**src/rtl/inst_issue_queue_pkg.sv**
```systemverilog
// Shared types for the instruction issue queue: fetched entry layout and default depth.
package inst_issue_queue_pkg;

    typedef logic [31:0] Address_t;
    typedef logic [31:0] Inst_t;
    typedef logic        Bit_t;

    typedef struct packed {
        Address_t pc;
        Inst_t    inst;
        Bit_t     iaddr_err;
        Bit_t     itlb_miss;
        Bit_t     itlb_invalid;
    } IssueEntry_t;

    localparam int ISSUE_QUEUE_DEPTH = 8;

    // Number of valid slots in a fetch pair.
    function automatic logic [1:0] slot_count(input logic [1:0] v);
        return {1'b0, v[0]} + {1'b0, v[1]};
    endfunction

endpackage

```
**src/rtl/inst_issue_queue.sv**
```systemverilog
// Dual-push / dual-pop instruction issue queue feeding decoders A and B.
// Optional same-cycle bypass of an empty queue when ISSUE_QUEUE_BYPASS_EN is defined.
module inst_issue_queue
    import inst_issue_queue_pkg::*;
#(
    parameter int DEPTH = ISSUE_QUEUE_DEPTH
) (
    input  logic                    clk,
    input  logic                    rst,
    input  logic                    flush,
    input  logic                    stall,
    input  logic [1:0]              push_valid,
    input  IssueEntry_t [1:0]       push_data,
    output logic                    push_ready,
    output logic                    out_valid_a,
    output logic                    out_valid_b,
    output IssueEntry_t             out_data_a,
    output IssueEntry_t             out_data_b,
    input  logic                    issue_a,
    input  logic                    issue_b,
    output logic [$clog2(DEPTH):0]  count
);

    localparam int PW = $clog2(DEPTH);
    localparam int CW = PW + 1;

    logic [PW-1:0] rptr_reg, rptr_next;
    logic [PW-1:0] wptr_reg, wptr_next;
    logic [CW-1:0] count_reg, count_next;
    IssueEntry_t   mem_reg [DEPTH];

    logic [PW-1:0] rptr_inc, wptr_inc;
    logic [1:0]    push_n, pop_req, pop_n, skip_n, wr_n;
    logic [CW-1:0] avail_cnt;
    logic          bypass_act;
    IssueEntry_t   comp0, comp1, wr_data0, wr_data1;
    logic [DEPTH-1:0] we_vec, wsel_vec;

    // Readiness depends on registered occupancy only.
    assign push_ready = (count_reg <= CW'(DEPTH - 2));
    assign count      = count_reg;
    assign rptr_inc   = rptr_reg + PW'(1);
    assign wptr_inc   = wptr_reg + PW'(1);

    always_comb begin
        comp0  = push_valid[0] ? push_data[0] : push_data[1];
        comp1  = push_data[1];
        push_n = push_ready ? slot_count(push_valid) : 2'd0;

        if (stall || !issue_a) begin
            pop_req = 2'd0;
        end else if (issue_b) begin
            pop_req = 2'd2;
        end else begin
            pop_req = 2'd1;
        end

`ifdef ISSUE_QUEUE_BYPASS_EN
        bypass_act = (count_reg == '0) && !flush;
`else
        bypass_act = 1'b0;
`endif

        // Retire only what is visible: stored entries, or bypassed pushes when empty.
        avail_cnt = bypass_act ? CW'(push_n) : count_reg;
        pop_n     = (CW'(pop_req) > avail_cnt) ? avail_cnt[1:0] : pop_req;
        skip_n    = bypass_act ? pop_n : 2'd0;
        wr_n      = push_n - skip_n;
        wr_data0  = (skip_n == 2'd1) ? comp1 : comp0;
        wr_data1  = comp1;

        rptr_next  = rptr_reg + PW'(pop_n - skip_n);
        wptr_next  = wptr_reg + PW'(wr_n);
        count_next = count_reg + CW'(push_n) - CW'(pop_n);

        if (flush) begin
            rptr_next  = '0;
            wptr_next  = '0;
            count_next = '0;
            wr_n       = 2'd0;
        end
    end

    genvar gi;
    generate
        for (gi = 0; gi < DEPTH; gi++) begin : g_wr
            assign wsel_vec[gi] = (wr_n == 2'd2) && (wptr_inc == PW'(gi));
            assign we_vec[gi]   = ((wr_n != 2'd0) && (wptr_reg == PW'(gi))) || wsel_vec[gi];
        end
    endgenerate

    always_ff @(posedge clk) begin
        for (int i = 0; i < DEPTH; i++) begin
            if (we_vec[i]) begin
                mem_reg[i] <= wsel_vec[i] ? wr_data1 : wr_data0;
            end
        end
    end

    always_ff @(posedge clk or posedge rst) begin
        if (rst) begin
            rptr_reg  <= '0;
            wptr_reg  <= '0;
            count_reg <= '0;
        end else begin
            rptr_reg  <= rptr_next;
            wptr_reg  <= wptr_next;
            count_reg <= count_next;
        end
    end

    always_comb begin
        out_valid_a = (count_reg != '0);
        out_valid_b = (count_reg >= CW'(2));
        out_data_a  = out_valid_a ? mem_reg[rptr_reg] : '0;
        out_data_b  = out_valid_b ? mem_reg[rptr_inc] : '0;
`ifdef ISSUE_QUEUE_BYPASS_EN
        if (bypass_act) begin
            out_valid_a = (push_n != 2'd0);
            out_valid_b = (push_n == 2'd2);
            out_data_a  = out_valid_a ? comp0 : '0;
            out_data_b  = out_valid_b ? comp1 : '0;
        end
`endif
    end

    a_push_protocol: assert property (@(posedge clk) disable iff (rst)
        (push_valid != 2'b00) |-> push_ready)
        else $error("push while push_ready low");

endmodule

```
**config.mk**
```make
export PLATFORM = sky130hd
export DESIGN_NAME = inst_issue_queue
export DESIGN_NICKNAME = d
export VERILOG_FILES = /design/src/rtl/inst_issue_queue_pkg.sv /design/src/rtl/inst_issue_queue.sv
export SDC_FILE = /design/constraint.sdc
export NUM_CORES = 1
export LEC_CHECK = 0
export ABC_CLOCK_PERIOD_IN_PS = 12100
export BUFFER_PORTS_ARGS = -buffer_cell sky130_fd_sc_hd__buf_2
export CAP_MARGIN = 30
export CORE_ASPECT_RATIO = 0.5
export CORE_MARGIN = 2
export CORE_UTILIZATION = 35
export CTS_BUF_LIST = sky130_fd_sc_hd__clkbuf_4 sky130_fd_sc_hd__clkbuf_8 sky130_fd_sc_hd__clkbuf_16
export DETAILED_ROUTE_END_ITERATION = 10
export GPL_ROUTABILITY_DRIVEN = 0
export SLEW_MARGIN = 20
export SYNTH_ARGS = -nofsm -noshare
export SYNTH_HDL_FRONTEND = slang
export SYNTH_SLANG_ARGS = --single-unit
```
**constraint.sdc**
```tcl
create_clock -name clk -period 12.1 [get_ports clk]
set_input_delay 1.21 -clock clk [delete_from_list [all_inputs] [get_ports clk]]
set_output_delay 1.21 -clock clk [all_outputs]
set_load 0.01 [all_outputs]
```
==> impl_metrics.ini <==
[critical_path]
rrSetupSlack_ns = 7.51
worst_r2r_path_depth = 8
start_kind = flip-flop
crit_path_max_fanout = 147
critical_path.startpoint = rptr_reg[1]
critPathRequiredTime_ns = 10.89
worst_setup_path_end_kind = output port
setup.worst_path.class = flip-flop to output port
endpoint = out_data_b[48]
arrival_ns = 5.41
rr_startpoint = count[3]
worst_r2r_endpoint = mem_reg[0][49]

[logic_synthesis]
synth_cell_types = 44
yosys-top-cells-count = mux2_2, edfxtp_1, nor2b_1, mux2i_1
yosysTopAreaCellShare = 0.480
async_flop_share = 0.0183
yosysTopAreaCell = edfxtp_1
synth_area_leaders = edfxtp_1, mux2_2, mux2i_1
avgSynthCellArea_um2 = 13.5
syn-cell-area_um2 = 33600
synth.net_count = 2655
ys_seq_elements = 546
synth_cells = 2494
synth-seq-area-share = 0.487
synth_edf_count = 536
yosysMostFrequentCell = mux2_2
synth_warnings = 0
synth_top_flop_cell = edfxtp_1

[global_routing]
overflow = 0
grt_usage = 0.216
grt_start_max_net_pins = 211
grt_pass1_wl_mm = 160
grt_pass1_vias = 23900
grt_antenna_before_repair = 12

[layout]
fin_area_um2 = 38000
nNetsFinal = 2822
utilization = 0.399
fillerInstances = 8865
layout-drive-gt1-share = 0.438
syn2layout_area_growth_pct = 13.2
largest_reg_flops = 536

[place]
pre_cts_slack_ns = 6.17
port_buffers = 282
dpl_cell_area_um2 = 36100
dp_hpwl_mm = 59.9

[routing]
routed_wl_mm = 110
met3_length_mm = 6.40
top_layer_used = met5
dr.first_iter.drc_count = 2082
dr.pass1.iters = 5
ant_nets = 0
vias = 23400
vias_per_cell = 5.86
wl_met1_mm = 46.5
wl_met2_mm = 54.2
wire_per_inst_um = 27.7
drcViolationCount = 0

[timing]
tns_ns = 0
holdWs_ns = 0.593
period_share = 0.547
rsz0062_at_grt = false
maxSlewViolCount = 0
slew_headroom = 0.190
setup_ws_ns = 5.48
finalHoldViolations = 0
finalSetupViolCount = 0
fmax_mhz = 151
tightest_slew_ns = 1.21
fin_skew_ns = 0.0175
fin_crit_ns = 6.62

[pwr]
p_leak_nw = 12.7
powerDensity_nw_per_um2 = 191
peakVddDrop_uv = 218

[cts]
cts_buffers = 59
root_buffer = clkbuf_16
cts.path.max_buffers = 3
cts_hold_buf = 0
postCtsSetupBuffers = 0
ctsResizeCount = 0
clk_pin_slew_ns = 0.07
clock_latency_ns = 0.64
cts_max_level = 2
cts_sinks = 546
cts_tree = done

[die]
coreArea_um2 = 95200
fp.dieW_um = 442
start_util = 0.352
dieArea_um2 = 98500
die_h_um = 223
rows = 80
boundaryPins = 283

[status]
outcome = completed

[min_path]
worstHoldPathType = input port to asynchronous set/reset pin

[run]
maxCapViolations = 0
==> per-layer routing <==
metal,up-vias,GRT usage
met1,12000,0.279
met4,6,0.0777
met2,788,0.373
li1,10300,-
met5,-,0
met3,201,0.0282
==> worst min-delay path by stage <==
stage	startpoint	endpoint	slack, ns	cells past startpoint
after floorplan	wptr_reg[2]	wptr_reg[2]	0.56	2
after global placement	wptr_reg[2]	wptr_reg[2]	0.59	2
after detailed placement	wptr_reg[2]	wptr_reg[2]	0.61	2
after CTS	rst	count[3]	0.57	2
after global routing	rst	count[0]	0.60	2
final	rst	count[3]	0.59	2
==> cells in the final DEF, fill, tap and decap left out, types with 3 or more instances in the layout <==
master | Yosys | routed
a2111oi_0 | 134 | 133
a22o_1 | 67 | 67
ha_1 | 15 | 14
fa_1 | 4 | 4
nor3_1 | 5 | 3
a22oi_1 | 3 | 3
clkinv_1 | 1 | 19
mux2_2 | 703 | 703
nor2b_1 | 210 | 209
nor2_4 | 0 | 4
xnor2_1 | 5 | 5
mux2_1 | 4 | 4
clkbuf_16 | 0 | 59
dfrtp_1 | 10 | 7
a211oi_1 | 134 | 134
inv_1 | 11 | 11
nor2_1 | 11 | 7
bufinv_16 | 0 | 3
buf_1 | 22 | 5
edfxtp_1 | 536 | 536
mux2i_1 | 204 | 204
and2_4 | 0 | 3
buf_2 | 70 | 281
nand2_1 | 8 | 6
buf_4 | 22 | 43
mux2_4 | 30 | 30
o22ai_1 | 67 | 67
clkinv_2 | 0 | 12
dfrtp_4 | 0 | 3
nand2b_4 | 0 | 3
clkbuf_4 | 0 | 13
nor4_1 | 67 | 67
buf_12 | 3 | 3
buf_16 | 0 | 3
nand3_4 | 0 | 5
diode_2 | 0 | 7
==> cell type report <==
class / instances / area, um^2 / share of cell area
clock buffer: 72 / 1570 / 0.0415
tap: 1271 / 1590 / 0.0419
multi-input combinational: 1706 / 16200 / 0.428
inverter: 12 / 45.0 / 0.00119
sequential: 546 / 16400 / 0.431
antenna: 7 / 17.5 / 0.000461
timing repair buffer: 336 / 1900 / 0.0501
clock inverter: 35 / 234 / 0.00616
==> power breakdown <==
group          total, W  internal [W]  switching (W)
logic           0.00316       0.00123        0.00193
clock network   0.00175      0.000979       0.000770
registers       0.00235       0.00224       0.000105
==> logic make-up (layout without fill, tap and decap cells) <==
group                    Yosys count  after routing  synth area share
flip-flops                       546            546             0.487
AO/OA/AOI/OAI                    415            415            0.0975
other                              0              7                 0
adder cells (fa/ha/maj)           19             19           0.00798
AND/OR/NAND/NOR                  325            325            0.0597
multiplexers                     941            941             0.312
XOR/XNOR                           6              6           0.00157
buffers and inverters            242            455            0.0345
==> through the flow <==
| step | std cells | total power [W] |
|---|---|---|
| 2_1_floorplan | 2494 | 0.00434 |
| 3_3_place_gp | 3861 | 0.00548 |
| 3_5_place_dp | 3869 | 0.00553 |
| 4_1_cts | 3976 | 0.00727 |
| 5_1_grt | 3984 | 0.00755 |
| 6_report | 3985 | 0.00726 |
==> worst max-delay path: stages, from the launching register on <==
cell       delay (ns)
dfrtp_4          0.75
ha_4             0.82
buf_4            0.82
buf_12           0.67
mux2_2           0.29
o22ai_1          0.07
a2111oi_0        0.95
buf_2            0.28
Power figures use the tool's default switching activity.
